**src/rtl/fetch_pkg.sv**
```systemverilog
// Shared types and constants for the prefetching instruction fetch unit.
package fetch_pkg;

  localparam int FETCH_XLEN = 32;

  localparam logic [3:0]  EXC_INSTR_MISALIGNED   = 4'd0;
  localparam logic [3:0]  EXC_INSTR_ACCESS_FAULT = 4'd1;
  localparam logic [31:0] NOP_INSTR              = 32'h0000_0013;

  // Prefetch queue entry; the pc field is FETCH_XLEN wide.
  typedef struct packed {
    logic [31:0]           instr;
    logic [FETCH_XLEN-1:0] pc;
    logic                  exc_req;
    logic [3:0]            exc_code;
  } type_fpq_entry_s;

  typedef enum logic [1:0] {
    ST_RUN  = 2'd0,
    ST_MIS  = 2'd1,
    ST_HALT = 2'd2
  } fetch_state_e;

endpackage

```
**src/rtl/fetch_pq.sv**
```systemverilog
// Generic synchronous FIFO with flush and occupancy count. Storage is not reset;
// only pointers and count are.
module fetch_pq #(
  parameter int DEPTH  = 4,
  parameter int DATA_W = 8,
  parameter int CW     = $clog2(DEPTH + 1)
) (
  input  logic              clk,
  input  logic              rst_n,
  input  logic              flush,
  input  logic              push,
  input  logic [DATA_W-1:0] push_data,
  input  logic              pop,
  output logic [DATA_W-1:0] head_data,
  output logic [CW-1:0]     count,
  output logic              empty
);

  localparam int AW = (DEPTH > 1) ? $clog2(DEPTH) : 1;

  logic [DATA_W-1:0] mem [DEPTH];
  logic [AW-1:0]     wr_ptr;
  logic [AW-1:0]     rd_ptr;
  logic              pop_ok;

  // Explicit wrap so non-power-of-two depths (the pc shadow) also work.
  function automatic logic [AW-1:0] ptr_inc(input logic [AW-1:0] p);
    return (p == AW'(DEPTH - 1)) ? '0 : p + AW'(1);
  endfunction

  assign empty     = (count == '0);
  assign pop_ok    = pop && !empty;
  assign head_data = mem[rd_ptr];

  always_ff @(posedge clk) begin
    if (push && !flush) mem[wr_ptr] <= push_data;
  end

  always_ff @(posedge clk or negedge rst_n) begin
    if (!rst_n) begin
      wr_ptr <= '0;
      rd_ptr <= '0;
      count  <= '0;
    end else if (flush) begin
      wr_ptr <= '0;
      rd_ptr <= '0;
      count  <= '0;
    end else begin
      if (push)   wr_ptr <= ptr_inc(wr_ptr);
      if (pop_ok) rd_ptr <= ptr_inc(rd_ptr);
      if (push && !pop_ok)      count <= count + CW'(1);
      else if (!push && pop_ok) count <= count - CW'(1);
    end
  end

endmodule

```
**src/rtl/fetch_prefetch.sv**
```systemverilog
// Instruction fetch with a prefetch queue, credit-limited outstanding icache
// requests, redirect flush/kill and misaligned/access-fault exception entries.
module fetch_prefetch
  import fetch_pkg::*;
#(
  parameter int               XLEN     = FETCH_XLEN,
  parameter int               DEPTH    = 4,
  parameter int               MAX_OUT  = 2,
  parameter logic [XLEN-1:0]  RESET_PC = XLEN'(32'h0000_1000)
) (
  input  logic            clk,
  input  logic            rst_n,
  input  logic            redirect_i,
  input  logic [XLEN-1:0] redirect_pc_i,
  output logic            ic_req_o,
  output logic [XLEN-1:0] ic_addr_o,
  input  logic            ic_ready_i,
  output logic            ic_kill_o,
  input  logic            ic_ack_i,
  input  logic [31:0]     ic_rdata_i,
  input  logic            ic_fault_i,
  output logic            id_valid_o,
  input  logic            id_ready_i,
  output logic [31:0]     id_instr_o,
  output logic [XLEN-1:0] id_pc_o,
  output logic            id_exc_req_o,
  output logic [3:0]      id_exc_code_o
);

  localparam int OCW = $clog2(DEPTH + 1);
  localparam int SCW = $clog2(MAX_OUT + 1);

  fetch_state_e    state_q, state_d;
  logic [XLEN-1:0] fetch_pc, fetch_pc_d;
  logic            started;

  logic            req_cand, ack_v, fault_ack, accept, mis_push;
  logic [OCW-1:0]  occ;
  logic [SCW-1:0]  out_cnt;
  logic            q_empty, sh_empty;
  logic [XLEN-1:0] sh_head;
  type_fpq_entry_s q_head, push_entry;

  // Credit check covers in-flight requests so an ack always finds a free slot.
  always_comb begin
    req_cand  = started && (state_q == ST_RUN) &&
                (32'(out_cnt) < 32'(MAX_OUT)) &&
                ((32'(occ) + 32'(out_cnt)) < 32'(DEPTH));
    ack_v     = ic_ack_i && !sh_empty && !redirect_i;
    fault_ack = ack_v && ic_fault_i;
    ic_req_o  = req_cand && !redirect_i && !fault_ack;
    accept    = ic_req_o && ic_ready_i;
    ic_kill_o = redirect_i ? (!sh_empty || req_cand) : fault_ack;
    mis_push  = (state_q == ST_MIS) && !redirect_i;
  end

  assign ic_addr_o = fetch_pc;

  always_comb begin
    push_entry.instr    = ic_rdata_i;
    push_entry.pc       = FETCH_XLEN'(sh_head);
    push_entry.exc_req  = ic_fault_i;
    push_entry.exc_code = ic_fault_i ? EXC_INSTR_ACCESS_FAULT : EXC_INSTR_MISALIGNED;
    if (!ack_v) begin
      push_entry.instr    = NOP_INSTR;
      push_entry.pc       = FETCH_XLEN'(fetch_pc);
      push_entry.exc_req  = 1'b1;
      push_entry.exc_code = EXC_INSTR_MISALIGNED;
    end
  end

  fetch_pq #(
    .DEPTH (DEPTH),
    .DATA_W($bits(type_fpq_entry_s))
  ) u_queue (
    .clk      (clk),
    .rst_n    (rst_n),
    .flush    (redirect_i),
    .push     (ack_v || mis_push),
    .push_data(push_entry),
    .pop      (id_valid_o && id_ready_i),
    .head_data(q_head),
    .count    (occ),
    .empty    (q_empty)
  );

  // Shadow of request addresses; its count is the outstanding-request counter.
  fetch_pq #(
    .DEPTH (MAX_OUT),
    .DATA_W(XLEN)
  ) u_pc_shadow (
    .clk      (clk),
    .rst_n    (rst_n),
    .flush    (redirect_i || fault_ack),
    .push     (accept),
    .push_data(fetch_pc),
    .pop      (ack_v),
    .head_data(sh_head),
    .count    (out_cnt),
    .empty    (sh_empty)
  );

  always_comb begin
    id_valid_o    = !q_empty;
    id_instr_o    = id_valid_o ? q_head.instr : NOP_INSTR;
    id_pc_o       = id_valid_o ? XLEN'(q_head.pc) : '0;
    id_exc_req_o  = id_valid_o && q_head.exc_req;
    id_exc_code_o = id_valid_o ? q_head.exc_code : 4'd0;
  end

  always_comb begin
    state_d    = state_q;
    fetch_pc_d = fetch_pc;
    if (redirect_i) begin
      fetch_pc_d = redirect_pc_i;
      state_d    = (redirect_pc_i[1:0] != 2'b00) ? ST_MIS : ST_RUN;
    end else begin
      if (accept)                    fetch_pc_d = fetch_pc + XLEN'(4);
      if (fault_ack)                 state_d    = ST_HALT;
      else if (state_q == ST_MIS)    state_d    = ST_HALT;
    end
  end

  always_ff @(posedge clk or negedge rst_n) begin
    if (!rst_n) begin
      state_q  <= ST_RUN;
      fetch_pc <= RESET_PC;
      started  <= 1'b0;
    end else begin
      state_q  <= state_d;
      fetch_pc <= fetch_pc_d;
      started  <= 1'b1;
    end
  end

endmodule
```
**config.mk**
```make
export PLATFORM = sky130hd
export DESIGN_NAME = fetch_prefetch
export DESIGN_NICKNAME = d
export VERILOG_FILES = /design/src/rtl/fetch_pkg.sv /design/src/rtl/fetch_pq.sv /design/src/rtl/fetch_prefetch.sv
export SDC_FILE = /design/constraint.sdc
export NUM_CORES = 1
export LEC_CHECK = 0
export ABC_AREA = 1
export CORE_MARGIN = 5
export CORE_UTILIZATION = 40
export CTS_BUF_LIST = sky130_fd_sc_hd__clkbuf_4 sky130_fd_sc_hd__clkbuf_8 sky130_fd_sc_hd__clkbuf_16
export DETAILED_ROUTE_END_ITERATION = 16
export GPL_ROUTABILITY_DRIVEN = 0
export GPL_TIMING_DRIVEN = 0
export PLACE_DENSITY_LB_ADDON = 0.3
export SLEW_MARGIN = 20
export SYNTH_ARGS = -nofsm -noshare
export SYNTH_HDL_FRONTEND = slang
export SYNTH_SLANG_ARGS = --single-unit
```
**constraint.sdc**
```tcl
create_clock -name clk -period 10.5 [get_ports clk]
set_input_delay 2.1 -clock clk [delete_from_list [all_inputs] [get_ports clk]]
set_output_delay 2.1 -clock clk [all_outputs]
set_load 0.005 [all_outputs]
```
Word level (Yosys, flattened, before mapping)
Memory sizes are Yosys's and may differ from the RTL's.
Index checks and enable logic that the tools add are counted.
{ "word_totals": {"n_memories": 2, "output_inout_bits": 104, "reg_bits": 46, "elab_cells": 104, "rom_bits": 0, "ram_bits": 340, "latchBits": 0} }
{ "mem_list": {"columns": ["memory", "depth", "width", "read_ports", "rd_ports_with_merged_regs", "write_ports", "line_no", "source"], "rows": [
  ["u_queue.mem", 4, 69, 1, 0, 1, "fetch_pq.sv:21", "logic [DATA_W-1:0] mem [DEPTH];"],
  ["u_pc_shadow.mem", 2, 32, 1, 0, 1, "fetch_pq.sv:21", null]
]} }
{ "classes": {"n_eq_ne": 3, "mux": 34, "n_reduce_logical": 44, "n_shift": 0, "n_addsub": 10, "n_mul": 0, "div": 0, "n_lt_le_gt_ge": 2, "bitwise": 0} }
{ "ops": {"columns": ["op", "n"], "rows": [
  ["two-way mux 32 bit", 4],
  ["two-way mux 69 bit", 1],
  ["adder 32 x 3 -> 32 bit, second input constant", 1],
  ["two-way mux 2 bit", 12],
  ["logical AND 1 bit", 20],
  ["two-way mux 1 bit", 13],
  ["nonzero test 2 bit", 6],
  ["logical NOT 1 bit", 9],
  ["two-way mux 3 bit", 3],
  ["nonzero test 3 bit", 3],
  ["adder 2 x 1 -> 2 bit, second input constant", 3],
  ["adder 3 x 2 -> 4 bit", 1],
  ["equality test 2 bit, second input constant", 2],
  ["logical NOT 2 bit", 2],
  ["less-than comparator 4 x 3 -> 1 bit, second input constant", 1],
  ["two-way mux 4 bit", 1],
  ["adder 3 x 1 -> 3 bit, second input constant", 1],
  ["logical NOT 3 bit", 1],
  ["logical OR 1 bit", 3],
  ["subtractor 3 x 1 -> 3 bit, second input constant", 1],
  ["adder 1 bit, second input constant", 2],
  ["equality test 2 x 1 -> 1 bit, second input constant", 1],
  ["less-than comparator 2 bit, second input constant", 1],
  ["subtractor 2 x 1 -> 2 bit, second input constant", 1]
]} }

Depth between registers and ports, before layout
Gate-level depths: netlist of run 1.
{ "logic_depth": {"depth_word": 13, "depth_mapped": 12, "mapped_depth_nobuf": 11} }

Cells and area by module
A second synthesis of run 1 with hierarchy kept.
{ "hier_totals": {"hier_cells": 1641, "area_unflattened_um2": 17063.9} }
{ "modules_own_cells": {"columns": ["mod", "n_inst", "area_per_inst_um2", "cells_per_inst"], "rows": [
  ["fetch_pq at u_queue", 1, 10771.6, 731],
  ["fetch_prefetch", 1, 3708.6, 708],
  ["fetch_pq at u_pc_shadow", 1, 2583.7, 202]
]} }

Least setup slack after synthesis of run 1
OpenSTA, ideal clock, no wires.
{ "synth_path": {"kind": "in2reg", "from": "in ic_ack_i", "to": "mem u_queue.mem[0][0] (netlist name) (enable)", "setup_slack_ns": 4.843, "arrival_time_ns": 5.167, "setup_ns": 0.491, "stages": 4, "cell_sequence": "o21ai_0 nand2_1 nand2_1 nor2_1"} }
{ "synth_between": {"elab_chain_cells": 6} }
{ "synth_lines": {"columns": ["item", "line_no", "source"], "rows": [
  ["start: declaration", "fetch_prefetch.sv:19", "input logic ic_ack_i,"],
  ["logical AND 1 bit (2 in a row)", "fetch_prefetch.sv:49", "ack_v = ic_ack_i && !sh_empty && !redirect_i;"],
  ["logical OR 1 bit", "fetch_prefetch.sv:79", ".push (ack_v || mis_push),"],
  ["logical AND 1 bit", "fetch_pq.sv:36", "if (push && !flush) mem[wr_ptr] <= push_data;"],
  ["two-way mux 1 bit", "fetch_pq.sv:36", null],
  ["two-way mux 1 bit (implied by the code)", "fetch_pq.sv:36", null],
  ["end: declaration", "fetch_pq.sv:21", null]
]} }
Every way passes these cells.

Worst setup path in the final report of run 1
{ "layout_path": {"from": "in ic_ack_i", "to": "out ic_kill_o"} }
{ "layout_between": {"elab_chain_cells": 4} }
{ "layout_lines": {"columns": ["item", "line_no", "source"], "rows": [
  ["logical AND 1 bit (2 in a row)", "fetch_prefetch.sv:49", null],
  ["logical AND 1 bit", "fetch_prefetch.sv:50", "fault_ack = ack_v && ic_fault_i;"],
  ["two-way mux 1 bit", "fetch_prefetch.sv:53", "ic_kill_o = redirect_i ? (!sh_empty || req_cand) : fault_ack;"],
  ["end: declaration", "fetch_prefetch.sv:18", "output logic ic_kill_o,"]
]} }
Every way passes these cells.

==> results.cfg, run 1 <==
[setup_path]
setup.worst_path.start_class = input port
setup.worst_path.class = input port to output port
critical_path.cell_chain = clkdlybuf4s50_1, inv_1, nor2_4, a21oi_4, a21oi_1, clkdlybuf4s50_1
cp_common_cell = clkdlybuf4s50_1
worstRegToRegCells = 7
cp_capture_type = output port
critPathArrivalTime_ns = 3.66
worst_path_largest_cell_delay_ns = 0.54
worstSetupStartpoint = ic_ack_i
crit_buf_inv = 3
cp_num_cells = 6
ff2ff_setup_slack_ns = 7.94
timing.rr.start = u_pc_shadow.count[1]
timing.rr.end = u_queue.mem[3][44]
crit_end = ic_kill_o
timing.critical_path.max_delay_family = buffers and inverters
critical_path.max_fanout = 6
worst_ep_required_time_ns = 8.40
cp_slowest_cell = clkdlybuf4s50_1

[route]
drt_drc_violations_left = 0
final_routed_wire_length_divided_by_cell_count_um = 18.7
post_drt_via_cell_ratio = 5.04
antenna_left = 0
detailedRoute.firstPassIterationCount = 5
num_vias = 11900
wirelength_mm = 44.0
initialDrtViolationCount = 1085

[final_layout]
synthToLayoutAreaGrowth_pct = 25.5
share_of_final_layout_standard_cells_stronger_than_drive_strength_1_pct = 8.62
top_library_cells_by_usage_in_the_layout_fill_and_taps_aside = 349 x nor2_1, 328 x edfxtp_1, 229 x nand2_1, 181 x o21ai_0, 170 x clkdlybuf4s50_1
final_instance_area_um2 = 20600
count_of_nets_after_finishing = 1870
layout.cells.most_common = nor2_1
diodes = 0
filler_instances = 3586

[clock_tree]
max-clock-path-buffers = 3
cts_inserted_buffers = 40
post_cts_hold_buffer_count = 0
worst_setup_hold_path_clk_slew_ns = 0.05
ctsHtreeMaxLevel = 2
cts.sink_count = 374
ctsResizeCount = 0
clockRootBuffer = clkbuf_16
clock_latency_ns = 0.54
postCtsSetupBuffers = 0
cts_tree = built

[power_and_ir_drop]
power.ir.vdd_worst_v = 0.000110
power_density_nw_per_um2 = 216
finalPower_uw = 4430
static-leakage-power_uw = 0.00760

[die]
area_of_the_die_um2 = 45100
std_cell_rows = 74
floorplan.die.height_um = 212
design.core.area_um2 = 40600
floorplan.io_pins = 175
floorplan.initialDensity_pct = 40.3
dieWidth_um = 212

[sta]
postLayoutSetupSlackWorst_ns = 4.74
period_minus_slack_ns = 5.76
worst-slew-pin-transition_ns = 0.750
rsz0062_at_grt = false
finalSetupTns_ns = 0
final_worst_path_cycle_share_pct = 54.8
finalClockSkew_ns = 0.0258
timing_max_transition_violations_final = 0
final_hold_viol_count = 0
timing.max_slew.rel_slack_pct = 49.5
fin_hold_ws_ns = 0.518
top_achievable_clock_speed_ghz = 0.174
setup_violations = 0

[global_route]
global_routing_usage_summed_across_all_routing_layers_pct = 19.2
via_count_of_the_first_global_routing_pass = 11800
grt_overflow = 0
initial_antenna_violation_count = 0
grt_first_pass_wirelength_mm = 67.3
grt_max_degree = 29

[status]
outcome = finished, final reports clean

[place]
place_hpwl_mm = 30.7
placedInstanceArea_um2 = 19200
port-buffer-count = 171
dpl_worst_slack_ns = 4.66

[yosys]
cell_count_after_synthesis = 1559
synth_area_per_cell_um2 = 10.5
yosys_warnings = 0
number_of_library_cell_types_mapped_by_synthesis = 37
flop_and_latch_count_out_of_synthesis = 374
yosys_most_used_dff = edfxtp_1
yosysSeqAreaShare_pct = 67.2
async_reset_ff_share_pct = 12.3
mappedNetlistArea_um2 = 16400
synth-edff-count = 328

[job]
max-cap-violations = 0

[min_path]
timing.hold.worst.class = flip-flop to flip-flop
==> metrics by stage <==
stage | instances | util, %
6_report | 2354 | 50.6
3_3_place_gp | 2264 | 46.1
4_1_cts | 2354 | 50.6
3_5_place_dp | 2280 | 47.2
5_1_grt | 2354 | 50.6
2_1_floorplan | 1561 | -
==> area by class of cell <==
| cell class | instances | area [um^2] | area share, % |
|---|---|---|---|
| buffer | 83 | 417 | 2.03 |
| clock buffer | 53 | 1120 | 5.46 |
| clock inverter | 21 | 235 | 1.14 |
| inverter | 121 | 459 | 2.23 |
| multi-input combinational | 983 | 4550 | 22.1 |
| sequential | 374 | 11000 | 53.5 |
| tap | 532 | 666 | 3.24 |
| timing repair buffer | 187 | 2100 | 10.2 |
==> power breakdown <==
group,switching [uW],internal [uW],total [uW]
clock network,563,878,1440
logic,700,519,1220
registers,55.5,1710,1770
==> cells in the mapped netlist (2+ instances only) <==
cell / count / area [um^2]
a21oi_1: 65 / 325
buf_1: 9 / 33.8
buf_2: 21 / 105
buf_4: 5 / 37.5
buf_6: 4 / 45.0
clkbuf_1: 41 / 154
clkbuf_8: 3 / 41.3
conb_1: 2 / 7.51
dfrtp_1: 45 / 1130
edfxtp_1: 328 / 9850
ha_1: 8 / 100
inv_1: 116 / 435
inv_2: 4 / 15.0
nand2_1: 229 / 860
nand2_2: 2 / 12.5
nand3_1: 66 / 330
nand3_2: 14 / 140
nor2_1: 355 / 1330
nor2_2: 4 / 25.0
o211ai_1: 29 / 218
o21ai_0: 181 / 906
o311ai_0: 3 / 26.3
or2_2: 3 / 18.8
xnor2_1: 2 / 17.5
xor2_1: 8 / 70.1
==> flip-flops by register name, summed over array words and instances, names as in the netlist <==
register and flops:
u_queue.rd_ptr 2, u_queue.wr_ptr 2, u_pc_shadow.mem 64, u_pc_shadow.count 2, started 1, state_q 2
ic_addr_o 32, u_pc_shadow.rd_ptr 1, u_queue.mem 264, u_pc_shadow.wr_ptr 1, u_queue.count 3
==> per-layer routing <==
metal	track usage, %	vias to the layer above	part of all wire [%]
met5	0	-	0
met4	4.77	0	2.2
met3	3.13	65	6.6
met2	31.9	417	48
met1	26.6	5646	44
li1	-	5745	-
==> worst min path at each step <==
stage	from	to	slack, ns	depth (start not counted)
2_1_floorplan	u_pc_shadow.wr_ptr	u_pc_shadow.wr_ptr	0.48	1
3_3_place_gp	u_pc_shadow.wr_ptr	u_pc_shadow.wr_ptr	0.49	1
3_5_place_dp	ic_addr_o[0]	u_pc_shadow.mem[1][0]	0.51	0
4_1_cts	ic_addr_o[1]	u_pc_shadow.mem[1][1]	0.52	0
5_1_grt	ic_addr_o[0]	u_pc_shadow.mem[0][0]	0.54	0
6_report	ic_addr_o[0]	u_pc_shadow.mem[0][0]	0.52	0
==> cell families (layout without fill, tap and decap cells) <==
group | count (synthesis) | after routing | share of synthesized area (%)
xor+xnor | 10 | 10 | 0.535
simple gates | 678 | 678 | 16.9
compound gates | 282 | 282 | 9.25
fa+ha+maj | 9 | 9 | 0.734
buf+inv | 204 | 465 | 5.35
flops | 374 | 374 | 67.2
other cells | 2 | 4 | 0.0459
No activity file was read; power rests on OpenSTA's default activity.
==> inputs of run 2 (changes only) <==
clock period = 4.7 ns   (was 10.5 ns; I/O delays follow)
==> results of run 2 <==
The final DEF is identical to that of run 1. Status: finished, final reports clean.
Main changes from that run: setup slack after placement 4.66 ns -> 0.983 ns; clock-pin slew on the worst setup and hold paths 0.05 ns -> 0.06 ns; setup slack after layout 4.74 ns -> 0.645 ns; hold slack 0.518 ns -> 0.347 ns; start point of the critical path ic_ack_i -> u_queue.rd_ptr[0]; end point of the critical path ic_kill_o -> id_instr_o[0]; register-to-register setup slack 7.94 ns -> 2.14 ns; total power 4430 uW -> 9900 uW; worst IR drop on VDD 0.000110 V -> 0.000246 V
==> inputs of run 3 (changes only) <==
CORE_MARGIN = 1   (was 5)
==> run 3 against run 2 <==
  * Clock-buffer cell count decreased by 2
  * Setup slack improved by 0.049 ns
  * Via count decreased by 0.11%
  * First-iteration DRC count decreased by 22%
  * Non-clock buffer count decreased by 1
  * Combinational power about the same
  * Critical path type unchanged
  * Critical endpoint is now id_pc_o[22]
  * Highest routed layer unchanged
==> results.cfg, run 3 (synthesized netlist as in run 1, its figures left out) <==
[setup_path]
worstRegToRegCells = 12
worst_ep_required_time_ns = 3.76
worstSetupStartpoint = u_queue.rd_ptr[0]
setup.worst_path.start_class = flip-flop
timing.rr.start = u_pc_shadow.count[1]
critical_path.max_fanout = 10
cp_capture_type = output port
setup.worst_path.class = flip-flop to output port
critPathArrivalTime_ns = 3.07

[place]
port-buffer-count = 171
placedInstanceArea_um2 = 19100
place_hpwl_mm = 29.4
numPlacedInstances = 2272

[sta]
rsz0062_at_grt = false
setup_violations = 0
period_minus_slack_ns = 4.01
timing.max_slew.rel_slack_pct = 46.8
worst-slew-pin-transition_ns = 0.789
final_hold_viol_count = 0
final_worst_path_cycle_share_pct = 85.2
top_achievable_clock_speed_ghz = 0.250
fin_hold_ws_ns = 0.361
timing_max_transition_violations_final = 0
finalClockSkew_ns = 0.0151

[global_route]
via_count_of_the_first_global_routing_pass = 11500
global_routing_usage_summed_across_all_routing_layers_pct = 20.5
grt_first_pass_wirelength_mm = 65.1
grt_max_degree = 29
initial_antenna_violation_count = 0
grt_overflow = 0

[status]
outcome = finished, final reports clean

[clock_tree]
postCtsSetupBuffers = 0
cts_inserted_buffers = 39
ctsResizeCount = 0
cts.sink_count = 374
clock_latency_ns = 0.53
ctsHtreeMaxLevel = 2
max-clock-path-buffers = 3
worst_setup_hold_path_clk_slew_ns = 0.06
clockRootBuffer = clkbuf_16
cts_tree = built
post_cts_hold_buffer_count = 0

[route]
num_vias = 11900
post_drt_via_cell_ratio = 5.06
drt_drc_violations_left = 0
final_routed_wire_length_divided_by_cell_count_um = 18.2
wirelength_mm = 42.6
initialDrtViolationCount = 846
detailedRoute.firstPassIterationCount = 6
antenna_left = 0

[power_and_ir_drop]
power_density_nw_per_um2 = 478
comb_power_share_pct = 27.7
power_switching_uw = 2910
switching_power_share_of_the_total_pct = 29.8
power.ir.vdd_worst_v = 0.000247
seqPwrFrac_pct = 40.4
internal-power_uw = 6860
static-leakage-power_uw = 0.00756
clock_share_of_power_pct = 31.9

[final_layout]
layout.cells.most_common = nor2_1
largest-register = u_queue.mem
largest_register_ffs = 264
filler_instances = 3495
stdcell_count = 2344
final_instance_area_um2 = 20400
count_of_nets_after_finishing = 1868
diodes = 0
finish.utilization_pct = 51.0
share_of_final_layout_standard_cells_stronger_than_drive_strength_1_pct = 8.41
synthToLayoutAreaGrowth_pct = 24.9
top_library_cells_by_usage_in_the_layout_fill_and_taps_aside = 349 x nor2_1, 328 x edfxtp_1, 229 x nand2_1, 181 x o21ai_0, 170 x clkdlybuf4s50_1

[die]
dieWidth_um = 204
design.core.area_um2 = 40100
floorplan.io_pins = 175
area_of_the_die_um2 = 41700
std_cell_rows = 73
floorplan.initialDensity_pct = 40.8
floorplan.die.height_um = 204

[job]
max-cap-violations = 0

[min_path]
timing.hold.worst.class = input port to asynchronous set/reset pin
==> run 3: cell count changes in the layout (fill, tap and decap cells not counted), sizes merged <==
cell,previous run,this run
clkinv,13,16
clkbuf,97,95
bufinv,5,4
inv,122,121
clkinvlp,2,1
buf,56,55
==> run 3: cell type report <==
type                       instances  area [um^2]  area share [%]
tap                              525          657            3.21
inverter                         121          459            2.25
buffer                            83          417            2.04
clock buffer                      51         1100            5.39
multi-input combinational        983         4550            22.2
timing repair buffer             186         2040            10.0
clock inverter                    21          214            1.05
sequential                       374        11000            53.8
==> run 3: path summary, 6_finish.rpt <==
check | slack, ns | endpoint
worst min-delay path | 0.36 | ic_addr_o[26]
worst min register to register | 0.53 | u_queue.count[1]
worst max register to register | 2.18 | u_pc_shadow.count[1]
worst max-delay path | 0.69 | id_pc_o[22]
max in group asynchronous | 3.74 | ic_addr_o[12]
min in group clk | 0.53 | u_queue.count[1]
==> run 3: power by group through the flow <==
stage	clock network (uW)	registers, uW	logic (uW)
floorplan	0	3990	1240
CTS	3170	3950	2740
global route	3290	3970	2970
global placement	0	4030	2650
detailed placement	0	4010	2720
finish	3120	3950	2700
==> run 3: worst max-delay path, cell delays in order (launching register included) <==
cell and delay [ns]:
dfrtp_1 0.38, buf_2 0.20, inv_2 0.20, buf_4 0.22
clkbuf_1 0.55, o21ai_0 0.19, a21oi_1 0.24, clkdlybuf4s50_1 0.55
==> run 3: through the flow <==
step           TNS (ns)  setup WS (ns)  total power, uW
2_1_floorplan         0          0.203             5220
5_1_grt               0          0.509            10200
3_3_place_gp    -722.50          -2.83             6680
4_1_cts               0          0.631             9860
6_report              0          0.693             9770
3_5_place_dp          0           1.05             6740
==> run 3: routing by layer <==
metal / share of wire (%) / routed length [um] / vias up / track usage, %
met1: 44 / 18900 / 5641 / 27.7
met4: 2.8 / 1190 / 0 / 6.42
met5: 0 / 0 / - / 0
li1: - / - / 5751 / -
met2: 47 / 20100 / 391 / 33.9
met3: 5.6 / 2380 / 77 / 2.97
